--- src/rtl/rca_pipe_nbit_if.sv ---
// Operand/result handshake bundle for the pipelined ripple-carry adder.
// The producer/consumer side uses the master modport, the adder uses slave.
interface rca_pipe_nbit_if #(
    parameter int N = 34
);
    logic         in_valid;
    logic         in_ready;
    logic [N-1:0] x;
    logic [N-1:0] y;
    logic         cin;
    logic         sub;
    logic         out_valid;
    logic         out_ready;
    logic [N-1:0] s;
    logic         cout;
    logic         ovf;

    modport master (
        output in_valid, x, y, cin, sub, out_ready,
        input  in_ready, out_valid, s, cout, ovf
    );

    modport slave (
        input  in_valid, x, y, cin, sub, out_ready,
        output in_ready, out_valid, s, cout, ovf
    );
endinterface

--- src/rtl/rca_pipe_nbit.sv ---
// Pipelined N-bit add/subtract built from K-bit ripple chunks, one chunk per
// stage. Each stage carries the low sum bits produced so far plus only the
// operand bits that later stages still need, so every stored bit is consumed.
// The whole pipeline advances together; a stalled output freezes every stage.
module rca_pipe_nbit #(
    parameter int N = 34,
    parameter int K = 8
) (
    input  logic           clk,
    input  logic           rst_n,
    rca_pipe_nbit_if.slave io
);
    localparam int S = (N + K - 1) / K;

    logic         en;
    logic [N-1:0] y_inv;

    // Single global enable: advance whenever the output slot is free or draining.
    assign en          = !io.out_valid || io.out_ready;
    assign io.in_ready = en;

    // Subtract is x + ~y + ~borrow; inverting cin as well keeps cin a borrow-in.
    assign y_inv = io.y ^ {N{io.sub}};

    for (genvar i = 0; i < S; i++) begin : g_stage
        localparam int LO = i * K;
        localparam int W  = (i == S - 1) ? (N - LO) : K;
        localparam int HI = LO + W;

        logic [W-1:0]  a;
        logic [W-1:0]  b;
        logic          c_in;
        logic          v_in;
        logic [W:0]    chunk;
        logic [HI-1:0] s_next;

        logic          v_q;
        logic          c_q;
        logic [HI-1:0] s_q;

        if (i == 0) begin : g_src
            assign a      = io.x[W-1:0];
            assign b      = y_inv[W-1:0];
            assign c_in   = io.cin ^ io.sub;
            assign v_in   = io.in_valid;
            assign s_next = chunk[W-1:0];
        end else begin : g_src
            assign a      = g_stage[i-1].g_hi.xh_q[W-1:0];
            assign b      = g_stage[i-1].g_hi.yh_q[W-1:0];
            assign c_in   = g_stage[i-1].c_q;
            assign v_in   = g_stage[i-1].v_q;
            assign s_next = {chunk[W-1:0], g_stage[i-1].s_q};
        end

        assign chunk = {1'b0, a} + {1'b0, b} + {{W{1'b0}}, c_in};

        // Chunk result, ripple carry and valid advance together on enable.
        always_ff @(posedge clk or negedge rst_n) begin
            if (!rst_n) begin
                v_q <= 1'b0;
                c_q <= 1'b0;
                s_q <= '0;
            end else if (en) begin
                v_q <= v_in;
                c_q <= chunk[W];
                s_q <= s_next;
            end
        end

        if (i < S - 1) begin : g_hi
            logic [N-HI-1:0] xh_d;
            logic [N-HI-1:0] yh_d;
            logic [N-HI-1:0] xh_q;
            logic [N-HI-1:0] yh_q;

            if (i == 0) begin : g_hd
                assign xh_d = io.x[N-1:HI];
                assign yh_d = y_inv[N-1:HI];
            end else begin : g_hd
                assign xh_d = g_stage[i-1].g_hi.xh_q[N-LO-1:W];
                assign yh_d = g_stage[i-1].g_hi.yh_q[N-LO-1:W];
            end

            // Unprocessed upper operand bits ride along to the later stages.
            always_ff @(posedge clk or negedge rst_n) begin
                if (!rst_n) begin
                    xh_q <= '0;
                    yh_q <= '0;
                end else if (en) begin
                    xh_q <= xh_d;
                    yh_q <= yh_d;
                end
            end
        end

        if (i == S - 1) begin : g_ovf
            logic ovf_q;

            // Carry into the MSB is recovered from the MSB sum bit and its operands.
            always_ff @(posedge clk or negedge rst_n) begin
                if (!rst_n) begin
                    ovf_q <= 1'b0;
                end else if (en) begin
                    ovf_q <= chunk[W] ^ (chunk[W-1] ^ a[W-1] ^ b[W-1]);
                end
            end
        end
    end

    assign io.out_valid = g_stage[S-1].v_q;
    assign io.s         = g_stage[S-1].s_q;
    assign io.cout      = g_stage[S-1].c_q;
    assign io.ovf       = g_stage[S-1].g_ovf.ovf_q;

endmodule

--- src/flat_wrapper.sv ---
// flat-port wrapper written by rule: the top's interface ports become plain ports
module rca_pipe_nbit_flat 
#(
    parameter int N = 34,
    parameter int K = 8
)
  (clk, rst_n, io_in_valid, io_x, io_y, io_cin, io_sub, io_out_ready, io_in_ready, io_out_valid, io_s, io_cout, io_ovf);
  rca_pipe_nbit_if #(.N(N)) io_i ();
  input  logic clk;
  input  logic rst_n;
  input wire logic [$bits(io_i.in_valid)-1:0] io_in_valid;
  input wire logic [$bits(io_i.x)-1:0] io_x;
  input wire logic [$bits(io_i.y)-1:0] io_y;
  input wire logic [$bits(io_i.cin)-1:0] io_cin;
  input wire logic [$bits(io_i.sub)-1:0] io_sub;
  input wire logic [$bits(io_i.out_ready)-1:0] io_out_ready;
  output wire logic [$bits(io_i.in_ready)-1:0] io_in_ready;
  output wire logic [$bits(io_i.out_valid)-1:0] io_out_valid;
  output wire logic [$bits(io_i.s)-1:0] io_s;
  output wire logic [$bits(io_i.cout)-1:0] io_cout;
  output wire logic [$bits(io_i.ovf)-1:0] io_ovf;
  assign io_i.in_valid = io_in_valid;
  assign io_i.x = io_x;
  assign io_i.y = io_y;
  assign io_i.cin = io_cin;
  assign io_i.sub = io_sub;
  assign io_i.out_ready = io_out_ready;
  assign io_in_ready = io_i.in_ready;
  assign io_out_valid = io_i.out_valid;
  assign io_s = io_i.s;
  assign io_cout = io_i.cout;
  assign io_ovf = io_i.ovf;
  rca_pipe_nbit #(.N(N), .K(K)) u_core (.clk(clk), .rst_n(rst_n), .io(io_i));
endmodule
--- config.mk ---
export PLATFORM = sky130hd
export DESIGN_NAME = rca_pipe_nbit_flat
export DESIGN_NICKNAME = d
export VERILOG_FILES = /design/src/rtl/rca_pipe_nbit_if.sv /design/src/rtl/rca_pipe_nbit.sv /design/src/flat_wrapper.sv
export SDC_FILE = /design/constraint.sdc
export NUM_CORES = 1
export LEC_CHECK = 0
export BUFFER_PORTS_ARGS = -buffer_cell sky130_fd_sc_hd__buf_2
export CAP_MARGIN = 30
export CORE_MARGIN = 3
export CORE_UTILIZATION = 55
export CTS_BUF_LIST = sky130_fd_sc_hd__clkbuf_8
export DETAILED_ROUTE_END_ITERATION = 10
export GPL_TIMING_DRIVEN = 1
export HOLD_SLACK_MARGIN = 0.02
export PLACE_DENSITY = 0.85
export SKIP_LAST_GASP = 1
export SYNTH_ARGS = -nofsm -noshare
export SYNTH_HDL_FRONTEND = slang
export SYNTH_SLANG_ARGS = --single-unit
--- constraint.sdc ---
create_clock -name clk -period 2.24 [get_ports clk]
set_input_delay 0.224 -clock clk [delete_from_list [all_inputs] [get_ports clk]]
set_output_delay 0.224 -clock clk [all_outputs]
set_load 0.05 [all_outputs]
After elaboration in Yosys (flattened, before gate mapping)
Cells that the tools add are included.
{"block": "totals", "reg_bits": 237, "latch_bits": 0, "ramBits": 0, "romBits": 0, "input_bits": 74, "out_inout_bits": 38, "wordCells": 41, "memories": 0}
{"block": "classes", "n_addsub": 10, "n_mul": 0, "div": 0, "n_lt_le_gt_ge": 0, "n_eq_ne": 0, "shifts": 0, "mux": 0, "bitwise": 5, "n_reduce_logical": 2}
{"op": "$add A8 B8 Y9", "n": 4}
{"op": "$add A9 B1 Y9", "n": 4}
{"op": "$xor A34 B34 Y34", "n": 1}
{"op": "$xor A1 B1 Y1", "n": 4}
{"op": "$add A2 B2 Y3", "n": 1}
{"op": "$add A3 B1 Y3", "n": 1}
{"op": "$logic_not A1 Y1", "n": 1}
{"op": "$logic_or A1 B1 Y1", "n": 1}

Logic depth before layout (Yosys ltp)
Gate-level depths: netlist (run 1).
{"block": "depth", "depth_word": 5, "depth_mapped": 10, "depth_no_buf": 8}

Worst setup path before layout (run 1)
Ideal clock, no wire load.
{"block": "synth_path", "kind": "input port to flip-flop", "from": "input io_sub", "to": "register u_core.g_stage[0].s_q[6]", "setup_ns": 0.068, "arrival_time_ns": 2.206, "t_required_ns": 2.172, "setup_slack_ns": -0.034, "cell_stages": 10, "path_buffers": 2, "path_cell_list": "buf_2 -> buf_2 -> xor2_1 -> fa_1 -> inv_1 -> fa_1 -> nor2b_1 -> o31a_1 -> or3_1 -> nand3_1"}
{"block": "synth_between", "elab_chain_cells": 3, "elab_cells_between_ends": 4, "classes_between": "add/sub: 2; bitwise: 2"}
{"element": "start, declared", "line": "flat_wrapper.sv:15", "rtl": "input wire logic [$bits(io_i.sub)-1:0] io_sub;"}
{"element": "$xor A34 B34 Y34", "line": "rca_pipe_nbit.sv:23", "rtl": "assign y_inv = io.y ^ {N{io.sub}};"}
{"element": "$add A8 B8 Y9", "line": "rca_pipe_nbit.sv:55", "rtl": "assign chunk = {1'b0, a} + {1'b0, b} + {{W{1'b0}}, c_in};"}
{"element": "$add A9 B1 Y9 *", "line": "rca_pipe_nbit.sv:55"}
{"element": "end signal, assigned", "line": "rca_pipe_nbit.sv:66", "rtl": "s_q <= s_next;"}
{"element": "end, declared", "line": "rca_pipe_nbit.sv:39", "rtl": "logic [HI-1:0] s_q;"}
Mark *: on every way between the ends. The rest lies on a longest branch, timed or not.
A chain may end at the register's enable or synchronous reset.

Final worst setup path (run 1)
{"block": "layout_path", "from": "register u_core.g_stage[1].g_hi.yh_q[0]", "to": "register u_core.g_stage[2].c_q"}
{"block": "layout_between", "elab_chain_cells": 2}
{"element": "start, declared", "line": "rca_pipe_nbit.sv:74", "rtl": "logic [N-HI-1:0] yh_q;"}
{"element": "start signal, assigned", "line": "rca_pipe_nbit.sv:91", "rtl": "yh_q <= yh_d;"}
{"element": "$add A8 B8 Y9", "line": "rca_pipe_nbit.sv:55"}
{"element": "$add A9 B1 Y9", "line": "rca_pipe_nbit.sv:55"}
{"element": "end signal, assigned", "line": "rca_pipe_nbit.sv:65", "rtl": "c_q <= chunk[W];"}
{"element": "end, declared", "line": "rca_pipe_nbit.sv:38", "rtl": "logic c_q;"}
Every way passes these cells.

==> metrics.md, run 1 <==
| Metric | Value |
|---|---|
| Io pins | 112 |
| Worst path required time | 2.66 ns |
| Number of enable flip-flop cells after synthesis | 0 |
| Maximum clock frequency | 0.459 GHz |
| GP Congestion | 0.861 |
| Reg-to-reg slack, setup | 0.06 ns |
| Final core utilization | 68.1% |
| Hold Path Class | in2reg |
| Worst hold stages | 3 |
| Final setup fails | 0 |
| Remaining antenna violation count | 0 |
| Post-detail-place hpwl | 14600 um |
| Max-cap viol count | 0 |
| Outcome | finished clean |
| Vias | 8243 |
| DRC | 0 |
| Placed instance area | 0.0115 mm^2 |
| Vias per inst | 5.10 |
| PD cells | 1460 mW/mm^2 |
| P_int | 11.1 mW |
| Core ar. | 0.0188 mm^2 |
| Clk buf depth | 3 |
| Crit Path Category | reg2reg |
| Hold endpoint | u_core.g_stage[0].g_hi.yh_q[0]$_DFFE_PN0P_ |
| CTS root buf | clkbuf_8 |
| Largest family of logic cells by synthesized area | simple AND/OR/NAND/NOR gates |
| Final hold vios | 0 |
| Mapped Cells | 1155 |
| Area delta synth->final | 20.6% |
| Setup WS pre-CTS | -0.0413 ns |
| Fin. max-slew vios | 0 |
| Fin worst setup slack | 0.0629 ns |
| CP max FO | 2 |
| Cell area after synthesis | 0.0106 mm^2 |
| Gr usage total | 22.3% |
| TritonCTS clock tree | yes |
| Antenna violations before repair | 0 |
| Vias in the first global route | 8340 |
| Compound-Gate Fraction of Synth Area | 8.03% |
| Die footprint | 0.0210 mm^2 |
| Async SR Flop Fraction | 100% |
| Minimum clock period | 2.18 ns |
| Met2 wire length | 10700 um |
| Clock Skews | 0.0175 ns |
| Total CTS buffers | 39 |
| Number of nets in the finished design | 1439 |
| Net Sw Frac | 40.7% |
| Type of destination of the critical path | register |
| Worst-margin pin slew | 0.571 ns |
| Die Ht | 145 um |
| Synth Warn # | 0 |
| Clock sink count | 237 |
| Yosys reg bits | 237 |
| Clock insertion delay at the later pin of the skew report | 0.53 ns |
| Ratio of cells with drive above 1 in the final layout | 14.9% |
| Design area | 0.0128 mm^2 |
| Cell Chain, Critical Path | fa_2, fa_2, a211oi_4, nor2_2, o31a_1, o31a_1 |
| Worst-case reg-to-reg path depth | 6 |
| Switching power | 7.61 mW |
| Slowest cell delay on critical path | 0.41 ns |
| Drt first pass iters | 4 |
| Distinct cells, synth | 41 |
| Clock-pin slew on the worst setup and hold paths | 0.06 ns |
| H-tree Lvls | 2 |
| Rows | 50 |
| Startpoint Class | register |
| Xor and xnor fraction of the mapped netlist area | 3.46% |
| Comb power frac | 41.4% |
| Starting density of the core | 56.5% |
| Largest net degree at the start of global routing | 61 |
| ANT cells | 0 |
| Syn_nets | 1267 |
| Met1 wire length | 10200 um |
| First-pass GRT wire length | 39400 um |
| Post-Route WL | 22500 um |
| RSZ-0062 raised after global routing | yes |
| Total negative slack | 0 ns |
| Post-synthesis sequential area ratio | 55.8% |
| Hold Slack | 0.0575 ns |
| Metal3 WL | 969 um |
| Clk pwr share | 19.3% |
| Simple-gate share of the synthesized area | 23.7% |
| WP buf/inv | 0 |
| Leakage | 6.59 nW |
| Worst VDD drop | 0.660 mV |
| Die Wd | 145 um |
| Mapped Avg Cell Area | 9.21 um^2 |
| Period utilisation layout | 97.2% |
| R2r endpoint | u_core.g_stage[2].c_q$_DFFE_PN0P_ |
| Adder-cell share of the synthesized area | 5.18% |
| Crit path arrival time | 2.60 ns |
| Main synth FF type | dfrtp_1 |
| Slew margin rel. | 61.9% |
| WL/cell | 13.9 um |
| RR Startpoint | u_core.g_stage[1].g_hi.yh_q[0]$_DFFE_PN0P_ |
| Sequential Power Share | 39.3% |
| PortBufs | 111 |
| Grt ovf | 0 |
| Worst Min Path Start | io_y[8] |
| CP top delay family | compound AO/OA/AOI/OAI gates |
| Mux contribution to synthesized area | 0.565% |
| Highest Signal Layer | met4 |
| Slowest cell on crit path | fa_2 |
| Initial drt markers | 495 |
==> kinds of logic (layout without fill, tap and decap cells) <==
kind of cell	after synthesis	in the layout
xor+xnor	42	42
flops	237	237
buf+inv	74	274
simple gates	627	627
fa+ha+maj	38	38
compound gates	131	131
mux	6	6
==> cell usage in the layout (no fill, tap or decap), types with 9 or more instances in the layout <==
master | Yosys | final
nor2_1 | 11 | 9
dlygate4sd3_1 | 0 | 53
a211oi_1 | 15 | 15
buf_4 | 0 | 20
inv_1 | 14 | 28
xnor2_1 | 30 | 30
dfrtp_1 | 237 | 237
ha_1 | 28 | 28
nor3b_1 | 19 | 19
o21ai_0 | 54 | 54
nor3_1 | 9 | 9
a21oi_1 | 12 | 12
xor2_1 | 12 | 12
clkbuf_8 | 0 | 48
buf_2 | 38 | 110
nand2_1 | 559 | 559
==> synth_stat cells (2+ instances only) <==
cell type	instances	area share, %
nand2_1	559	20
dfrtp_1	237	56
o21ai_0	54	2.5
buf_2	38	1.8
xnor2_1	30	2.5
ha_1	28	3.3
nor3b_1	19	1.3
clkbuf_1	17	0.60
a211oi_1	15	1.1
inv_1	14	0.49
a21oi_1	12	0.56
xor2_1	12	0.99
nor2_1	11	0.39
fa_1	10	1.9
nor3_1	9	0.42
a21o_1	8	0.56
o21a_1	8	0.56
o31ai_1	8	0.56
mux2i_1	6	0.56
nand3_1	6	0.28
o21bai_1	6	0.42
o31a_1	6	0.49
or3_1	6	0.35
nand2b_1	5	0.29
a221oi_1	3	0.25
buf_6	3	0.32
nor4_1	3	0.18
or4b_1	3	0.28
a211o_1	2	0.16
a211oi_2	2	0.24
a221o_1	2	0.19
nor2b_1	2	0.12
nor4b_1	2	0.16
o2111ai_1	2	0.16
==> metrics by stage <==
| step | std cells | power [mW] |
|---|---|---|
| 3_3_place_gp | 1491 | 14.5 |
| 3_5_place_dp | 1491 | 14.9 |
| 2_1_floorplan | 1155 | 12.9 |
| 6_report | 1615 | 18.7 |
| 4_1_cts | 1614 | 18.7 |
| 5_1_grt | 1615 | 20.2 |
==> tightest hold or removal path, cell delays in order <==
cell and delay (ns):
buf_2 0.11, xnor2_1 0.12, o21ai_0 0.08
==> final cells by class <==
class,instances,area [um^2]
Multi-Input combinational cell,844,4390
Clock buffer,48,661
Sequential cell,237,5930
Inverter,15,61.3
Clock inverter,21,93.8
Tap cell,260,325
Timing Repair Buffer,190,1370
Fill cell,1434,6000
==> power by group through the flow <==
stage	Clock, mW	Sequential, mW	Combinational [mW]
finish	3.61	7.34	7.73
global route	3.89	7.58	8.70
CTS	3.68	7.33	7.66
detailed placement	0	7.38	7.49
global placement	0	7.29	7.21
floorplan	0	8.24	4.68
==> how the worst max path moves through the flow <==
stage                                                    start                                   end  slack [ns]  depth (start not counted)
CTS                 u_core.g_stage[2].g_hi.yh_q[0]$_DFFE_PN0P_     u_core.g_stage[3].c_q$_DFFE_PN0P_        0.05                          6
detailed placement  u_core.g_stage[1].g_hi.yh_q[0]$_DFFE_PN0P_     u_core.g_stage[2].c_q$_DFFE_PN0P_       -0.04                          6
finish              u_core.g_stage[1].g_hi.yh_q[0]$_DFFE_PN0P_     u_core.g_stage[2].c_q$_DFFE_PN0P_        0.06                          6
global placement    u_core.g_stage[2].g_hi.yh_q[0]$_DFFE_PN0P_     u_core.g_stage[3].c_q$_DFFE_PN0P_       0.009                          6
floorplan                                               io_sub  u_core.g_stage[0].s_q[6]$_DFFE_PN0P_       0.007                         10
global route        u_core.g_stage[1].g_hi.yh_q[0]$_DFFE_PN0P_     u_core.g_stage[2].c_q$_DFFE_PN0P_       -0.04                          6
==> metal layers <==
| metal | track usage [%] | up-vias |
|---|---|---|
| met2 | 36.1 | 192 |
| met3 | 3.59 | 40 |
| met1 | 30.6 | 3939 |
| met4 | 8.45 | 0 |
| met5 | 0 | - |
| li1 | - | 4072 |
==> registers in the layout, indices dropped and copies added, names as in the netlist <==
name	count
u_core.g_stage.v_q	4
u_core.g_stage.s_q	80
u_core.g_stage.g_hi.yh_q	56
u_core.g_stage.c_q	4
u_core.io.cout	1
u_core.io.ovf	1
u_core.g_stage.g_hi.xh_q	56
u_core.io.out_valid	1
u_core.io.s	34
==> what timing repair did <==
| item | in CTS | in global routing |
|---|---|---|
| setup buffers | 1 | 1 |
| endpoints found under the hold margin | 108 | 0 |
| pin swaps | 1 | 3 |
| setup endpoints to repair | 3 | 4 |
| hold buffers | 53 | 0 |
| resized for setup | 4 | 4 |
(Power assumes the default switching activity.)
==> run 2: changes to the inputs <==
==> constraint.sdc (replaced) <==
create_clock -name clk -period 2.24 [get_ports clk]
set_input_delay 0.336 -clock clk [delete_from_list [all_inputs] [get_ports clk]]
set_output_delay 0.336 -clock clk [all_outputs]
set_load 0.05 [all_outputs]
==> run 2 against run 1 <==
Net effect: sequential power rose by 0.5%; sequential share of layout area rose by 1.1 points; clock skew rose by 0.010 ns; cell count fell by 1.9%; via count fell by 1.1%; routed wire length fell by 0.42%; worst setup slack got worse by 0.026 ns; non-clock buffer count fell by 31; maximum frequency fell by 1.2%; largest cell class unchanged.
==> metrics.md, run 2 (synthesized netlist as in run 1, its figures left out) <==
| Metric | Value |
|---|---|
| Outcome | finished clean |
| Crit Path Category | reg2reg |
| Post-Route WL | 22400 um |
| Die Ht | 145 um |
| Largest regs | u_core.g_stage.s_q x80, u_core.g_stage.g_hi.xh_q x56, u_core.g_stage.g_hi.yh_q x56 |
| Maximum clock frequency | 0.454 GHz |
| Drt first pass iters | 5 |
| Switching power | 7.59 mW |
| Final core utilization | 66.5% |
| Fill cell count | 1455 |
| TritonCTS clock tree | yes |
| Crit path arrival time | 2.64 ns |
| Initial drt markers | 528 |
| PortBufs | 111 |
| Rows | 50 |
| Commonest non-fill, non-tap cell in the layout | nand2_1 |
| H-tree Lvls | 2 |
| Net Sw Frac | 40.8% |
| Total power draw | 18.6 mW |
| Area delta synth->final | 17.8% |
| Hold Path Class | in2reg |
| CP max FO | 3 |
| Slew margin rel. | 65.1% |
| Clk pwr share | 19.3% |
| Largest net degree at the start of global routing | 100 |
| Die footprint | 0.0210 mm^2 |
| Total CTS buffers | 40 |
| Worst VDD drop | 0.539 mV |
| Leakage | 6.46 nW |
| First-pass GRT wire length | 38200 um |
| Design area | 0.0125 mm^2 |
| Period utilisation layout | 98.3% |
| Vias in the first global route | 8167 |
| GP Congestion | 0.842 |
| Fin. max-slew vios | 0 |
| Biggest register | u_core.g_stage.s_q |
| Comb power frac | 41.0% |
| Clock insertion delay at the later pin of the skew report | 0.55 ns |
| Worst-margin pin slew | 0.524 ns |
| Startpoint Class | register |
| Clock-pin slew on the worst setup and hold paths | 0.06 ns |
| P_int | 11.0 mW |
| Placed instance area | 0.0115 mm^2 |
| Final hold vios | 0 |
| CTS root buf | clkbuf_8 |
| Sequential Power Share | 39.7% |
| Starting density of the core | 56.5% |
| Minimum clock period | 2.20 ns |
| Vias | 8151 |
| Io pins | 112 |
| Die Wd | 145 um |
| Post-detail-place hpwl | 14900 um |
| Final setup fails | 0 |
| Antenna violations before repair | 2 |
| Number of nets in the finished design | 1409 |
| Total negative slack | 0 ns |
| Worst path required time | 2.68 ns |
| Largest register FFs | 80 |
| Clock sink count | 237 |
| Ratio of cells with drive above 1 in the final layout | 15.0% |
| DRC | 0 |
| Max-cap viol count | 0 |
| Core ar. | 0.0188 mm^2 |
| PD cells | 1480 mW/mm^2 |
| Most frequent cells in the layout | nand2_1, dfrtp_1, buf_2 |
| Grt ovf | 0 |
| Vias per inst | 5.15 |
| Clk buf depth | 3 |
| Hold Slack | 0.0401 ns |
| WL/cell | 14.1 um |
| Clock Skews | 0.0278 ns |
| Gr usage total | 21.7% |
| Remaining antenna violation count | 0 |
| Type of destination of the critical path | register |
[run 2: cell types whose count changed in the layout (fill, tap and decap cells not counted), moves of 2 or more]
cell	previous run	this run
dlygate4sd3_1	53	25
clkinv_2	5	2
fa_1	6	4
fa_2	4	6
a211oi_2	0	3
nor2_1	9	11
buf_4	20	16
diode_2	0	2
a211oi_4	2	0
nor2_2	2	0
[run 2: path summary, 6_finish.rpt]
kind | slack, ns | depth (start not counted) | from | to
setup / recovery | 0.04 | 6 | u_core.g_stage[2].g_hi.yh_q[0]$_DFFE_PN0P_ | u_core.g_stage[3].c_q$_DFFE_PN0P_
hold / removal | 0.04 | 3 | io_x[16] | u_core.g_stage[0].g_hi.xh_q[8]$_DFFE_PN0P_
setup reg to reg | 0.04 | 6 | u_core.g_stage[2].g_hi.yh_q[0]$_DFFE_PN0P_ | u_core.g_stage[3].c_q$_DFFE_PN0P_
hold reg to reg | 0.46 | 2 | u_core.io.s[11]$_DFFE_PN0P_ | u_core.io.s[11]$_DFFE_PN0P_
max in group asynchronous | 1.22 | 3 | rst_n | u_core.g_stage[1].g_hi.xh_q[17]$_DFFE_PN0P_
min in group asynchronous | 0.33 | 2 | rst_n | u_core.g_stage[3].s_q[27]$_DFFE_PN0P_
[run 2: final cells by class]
cell class                      instances  area [um^2]  share of cell area [%]
Clock buffer                           48          661                    5.27
Sequential cell                       237         5930                    47.3
Clock inverter                         19         90.1                   0.719
Multi-Input combinational cell        844         4380                    34.9
Tap cell                              260          325                    2.60
Timing Repair Buffer                  159         1080                    8.59
Inverter                               15         61.3                   0.489
Antenna cell                            2         5.00                  0.0400
[run 2: power groups by stage]
stage	Sequential, mW	Clock [mW]	Combinational (mW)
2_1_floorplan	8.24	0	4.69
5_1_grt	7.60	3.89	8.56
3_5_place_dp	7.41	0	7.50
4_1_cts	7.36	3.66	7.63
3_3_place_gp	7.31	0	7.20
6_report	7.38	3.60	7.62
[run 2: through the flow]
step | cells | setup WS, ns
6_report | 1584 | 0.0370
5_1_grt | 1584 | -0.00441
4_1_cts | 1581 | -0.00487
3_5_place_dp | 1488 | -0.0844
3_3_place_gp | 1488 | 0.0160
2_1_floorplan | 1155 | 0.00156
[run 2: repair_timing]
action                                  4_1_cts  5_1_grt
endpoints found under the setup margin        3        4
pin swaps                                     2        1
setup buffers                                 1        1
hold buffers                                 25        0
resized for setup                             3        2
hold endpoints to repair                     84        0
[run 2: critical path, stage by stage (launching register included)]
cell and delay (ns):
dfrtp_1 0.41, fa_2 0.43, fa_2 0.37, a211oi_2 0.26
nor2_1 0.10, o31a_1 0.28, o31a_1 0.25
[run 2: metal layers]
metal	global-route usage, %	part of all wire [%]	vias to the layer above
met2	34.8	47	196
met4	8.45	2.6	0
met3	4.25	4.3	39
met5	0	0	-
met1	29.5	46	3903
li1	-	-	4013
==> run 3: changes to the inputs <==
- BUFFER_PORTS_ARGS: -buffer_cell sky130_fd_sc_hd__buf_2 -> unset
- CORE_UTILIZATION: 55 -> 60
- DONT_BUFFER_PORTS: unset -> 1
- PLACE_DENSITY: 0.85 -> 0.86
==> run 3 against run 2 <==
Net effect: the flow now finishes with violations (hold timing); critical endpoint is now u_core.g_stage[2].c_q$_DFFE_PN0P_; routed wire length is 1.1% higher; clock skew about the same; non-clock buffer count decreased by 64; first-iteration DRC count grew 8.5%; combinational power shrank 19%; largest power group is now sequential cells; sequential share of layout area is 0.48 points higher; core utilization increased by 5.2 points; maximum frequency decreased by 0.51%; worst setup slack worse by 0.011 ns; largest cell class unchanged; hold slack worse by 0.54 ns; sequential power is 16% higher; register-to-register slack about the same.
==> metrics.md, run 3 (synthesized netlist as in run 1, its figures left out) <==
| Metric | Value |
|---|---|
| Minimum clock period | 2.21 ns |
| Largest regs | u_core.g_stage.s_q x80, u_core.g_stage.g_hi.xh_q x56, u_core.g_stage.g_hi.yh_q x56 |
| Period utilisation layout | 98.9% |
| Hold Path Class | in2async |
| Ratio of cells with drive above 1 in the final layout | 6.76% |
| GP Congestion | 0.857 |
| Die footprint | 0.0194 mm^2 |
| Vias | 7998 |
| Clk buf depth | 3 |
| Area delta synth->final | 16.6% |
| Clock sink count | 237 |
| ANT cells | 0 |
| R2r endpoint | u_core.g_stage[2].c_q$_DFFE_PN0P_ |
| Worst-case reg-to-reg path depth | 6 |
| Remaining antenna violation count | 0 |
| Drt first pass iters | 5 |
| Clk pwr share | 20.5% |
| Io pins | 112 |
| Largest register FFs | 80 |
| Starting density of the core | 61.5% |
| DRC | 0 |
| Total negative slack | 0 ns |
| Failing checks | hold timing |
| Max-cap viol count | 0 |
| Comb power frac | 33.4% |
| CP max FO | 2 |
| Leakage | 6.20 nW |
| Outcome | complete, but fails checks |
| Hold Slack | -0.504 ns |
| Startpoint Class | register |
| Clock Skews | 0.0277 ns |
| Placed cells | 1339 |
| Die Ht | 139 um |
| Post-detail-place hpwl | 13500 um |
| CTS root buf | clkbuf_8 |
| Biggest register | u_core.g_stage.s_q |
| Core ar. | 0.0173 mm^2 |
| Design area | 0.0124 mm^2 |
| First-pass GRT wire length | 38300 um |
| Gr usage total | 23.9% |
| Post-Route WL | 22600 um |
| Slew margin rel. | 63.0% |
| Placed instance area | 0.0108 mm^2 |
| Crit path arrival time | 2.62 ns |
| Number of nets in the finished design | 1344 |
| PD cells | 1500 mW/mm^2 |
| Most frequent cells in the layout | nand2_1, dfrtp_1, dlygate4sd3_1 |
| Antenna violations before repair | 0 |
| Grt ovf | 0 |
| Switching power | 7.51 mW |
| Total CTS buffers | 38 |
| PortBufs | 0 |
| Layout Cells excl Fill | 1483 |
| Final hold vios | 237 |
| Sequential Power Share | 46.2% |
| Rows | 48 |
| Die Wd | 139 um |
| Crit Path Category | reg2reg |
| Vias per inst | 5.39 |
| Reg-to-reg slack, setup | 0.03 ns |
| CTS Hold Buffers Added | 75 |
| Fill cell count | 1226 |
| Net Sw Frac | 40.5% |
| Fin. max-slew vios | 0 |
| Maximum clock frequency | 0.452 GHz |
| Vias in the first global route | 8069 |
| Type of destination of the critical path | register |
| Clock-pin slew on the worst setup and hold paths | 0.06 ns |
| TritonCTS clock tree | yes |
| WL/cell | 15.2 um |
| Initial drt markers | 573 |
| P_int | 11.0 mW |
| Worst-margin pin slew | 0.556 ns |
| Clock insertion delay at the later pin of the skew report | 0.53 ns |
| Largest net degree at the start of global routing | 238 |
| RR Startpoint | u_core.g_stage[1].g_hi.yh_q[0]$_DFFE_PN0P_ |
| Final setup fails | 0 |
| H-tree Lvls | 2 |
| Worst path required time | 2.64 ns |
| Commonest non-fill, non-tap cell in the layout | nand2_1 |
| Worst VDD drop | 0.779 mV |
-- run 3: what timing repair did --
item	CTS	global route
gates resized for setup	3	3
hold endpoints to repair	289	237
setup buffers	1	1
pin swaps	0	1
setup endpoints to repair	5	4
cloned	1	0
-- run 3: per-layer routing --
layer / share of wire [%] / vias up / track usage (%) / wire, um
met5: 0 / - / 0 / 0
met4: 3.6 / 0 / 9.47 / 805
met3: 5.5 / 66 / 5.83 / 1230
met2: 48 / 236 / 39.3 / 10900
met1: 43 / 3817 / 31.0 / 9630
li1: - / 3879 / - / -
-- run 3: critical path, stage by stage, from the launching register on --
cell,delay [ns]
dfrtp_1,0.41
fa_2,0.42
fa_2,0.37
a211oi_2,0.24
nor2_1,0.11
o31a_1,0.28
o31a_1,0.28
-- run 3: final cells by class --
type	count	area (um^2)	share of cell area [%]
sequential	237	5930	47.8
multi-input combinational	845	4390	35.4
timing repair buffer	95	951	7.67
clock buffer	48	661	5.33
tap	225	282	2.27
clock inverter	18	126	1.02
inverter	15	63.8	0.515
-- run 3: through the flow --
stage	setup WS [ns]	util, %	power [mW]
after detailed placement	-0.0516	62.6	14.5
after global placement	-0.00647	62.6	14.1
after CTS	0.0201	71.6	18.5
after floorplan	0.00156	-	12.9
final	0.0257	71.7	18.6
after global routing	-0.0145	71.7	20.0
-- run 3: worst max-delay path by stage --
stage                                               start                              endpoint  slack [ns]
6_report       u_core.g_stage[1].g_hi.yh_q[0]$_DFFE_PN0P_     u_core.g_stage[2].c_q$_DFFE_PN0P_        0.03
4_1_cts        u_core.g_stage[2].g_hi.yh_q[0]$_DFFE_PN0P_     u_core.g_stage[3].c_q$_DFFE_PN0P_        0.02
5_1_grt        u_core.g_stage[2].g_hi.yh_q[0]$_DFFE_PN0P_     u_core.g_stage[3].c_q$_DFFE_PN0P_       -0.01
3_3_place_gp   u_core.g_stage[2].g_hi.yh_q[0]$_DFFE_PN0P_     u_core.g_stage[3].c_q$_DFFE_PN0P_      -0.006
2_1_floorplan                                      io_sub  u_core.g_stage[0].s_q[6]$_DFFE_PN0P_       0.002
3_5_place_dp   u_core.g_stage[1].g_hi.yh_q[0]$_DFFE_PN0P_     u_core.g_stage[2].c_q$_DFFE_PN0P_       -0.05
-- run 3: power by group through the flow --
stage | clock, mW | sequential (mW) | combinational, mW
6_report | 3.80 | 8.57 | 6.20
3_5_place_dp | 0 | 8.60 | 5.89
2_1_floorplan | 0 | 8.24 | 4.69
5_1_grt | 4.07 | 8.79 | 7.09
4_1_cts | 3.85 | 8.55 | 6.10
3_3_place_gp | 0 | 8.51 | 5.63
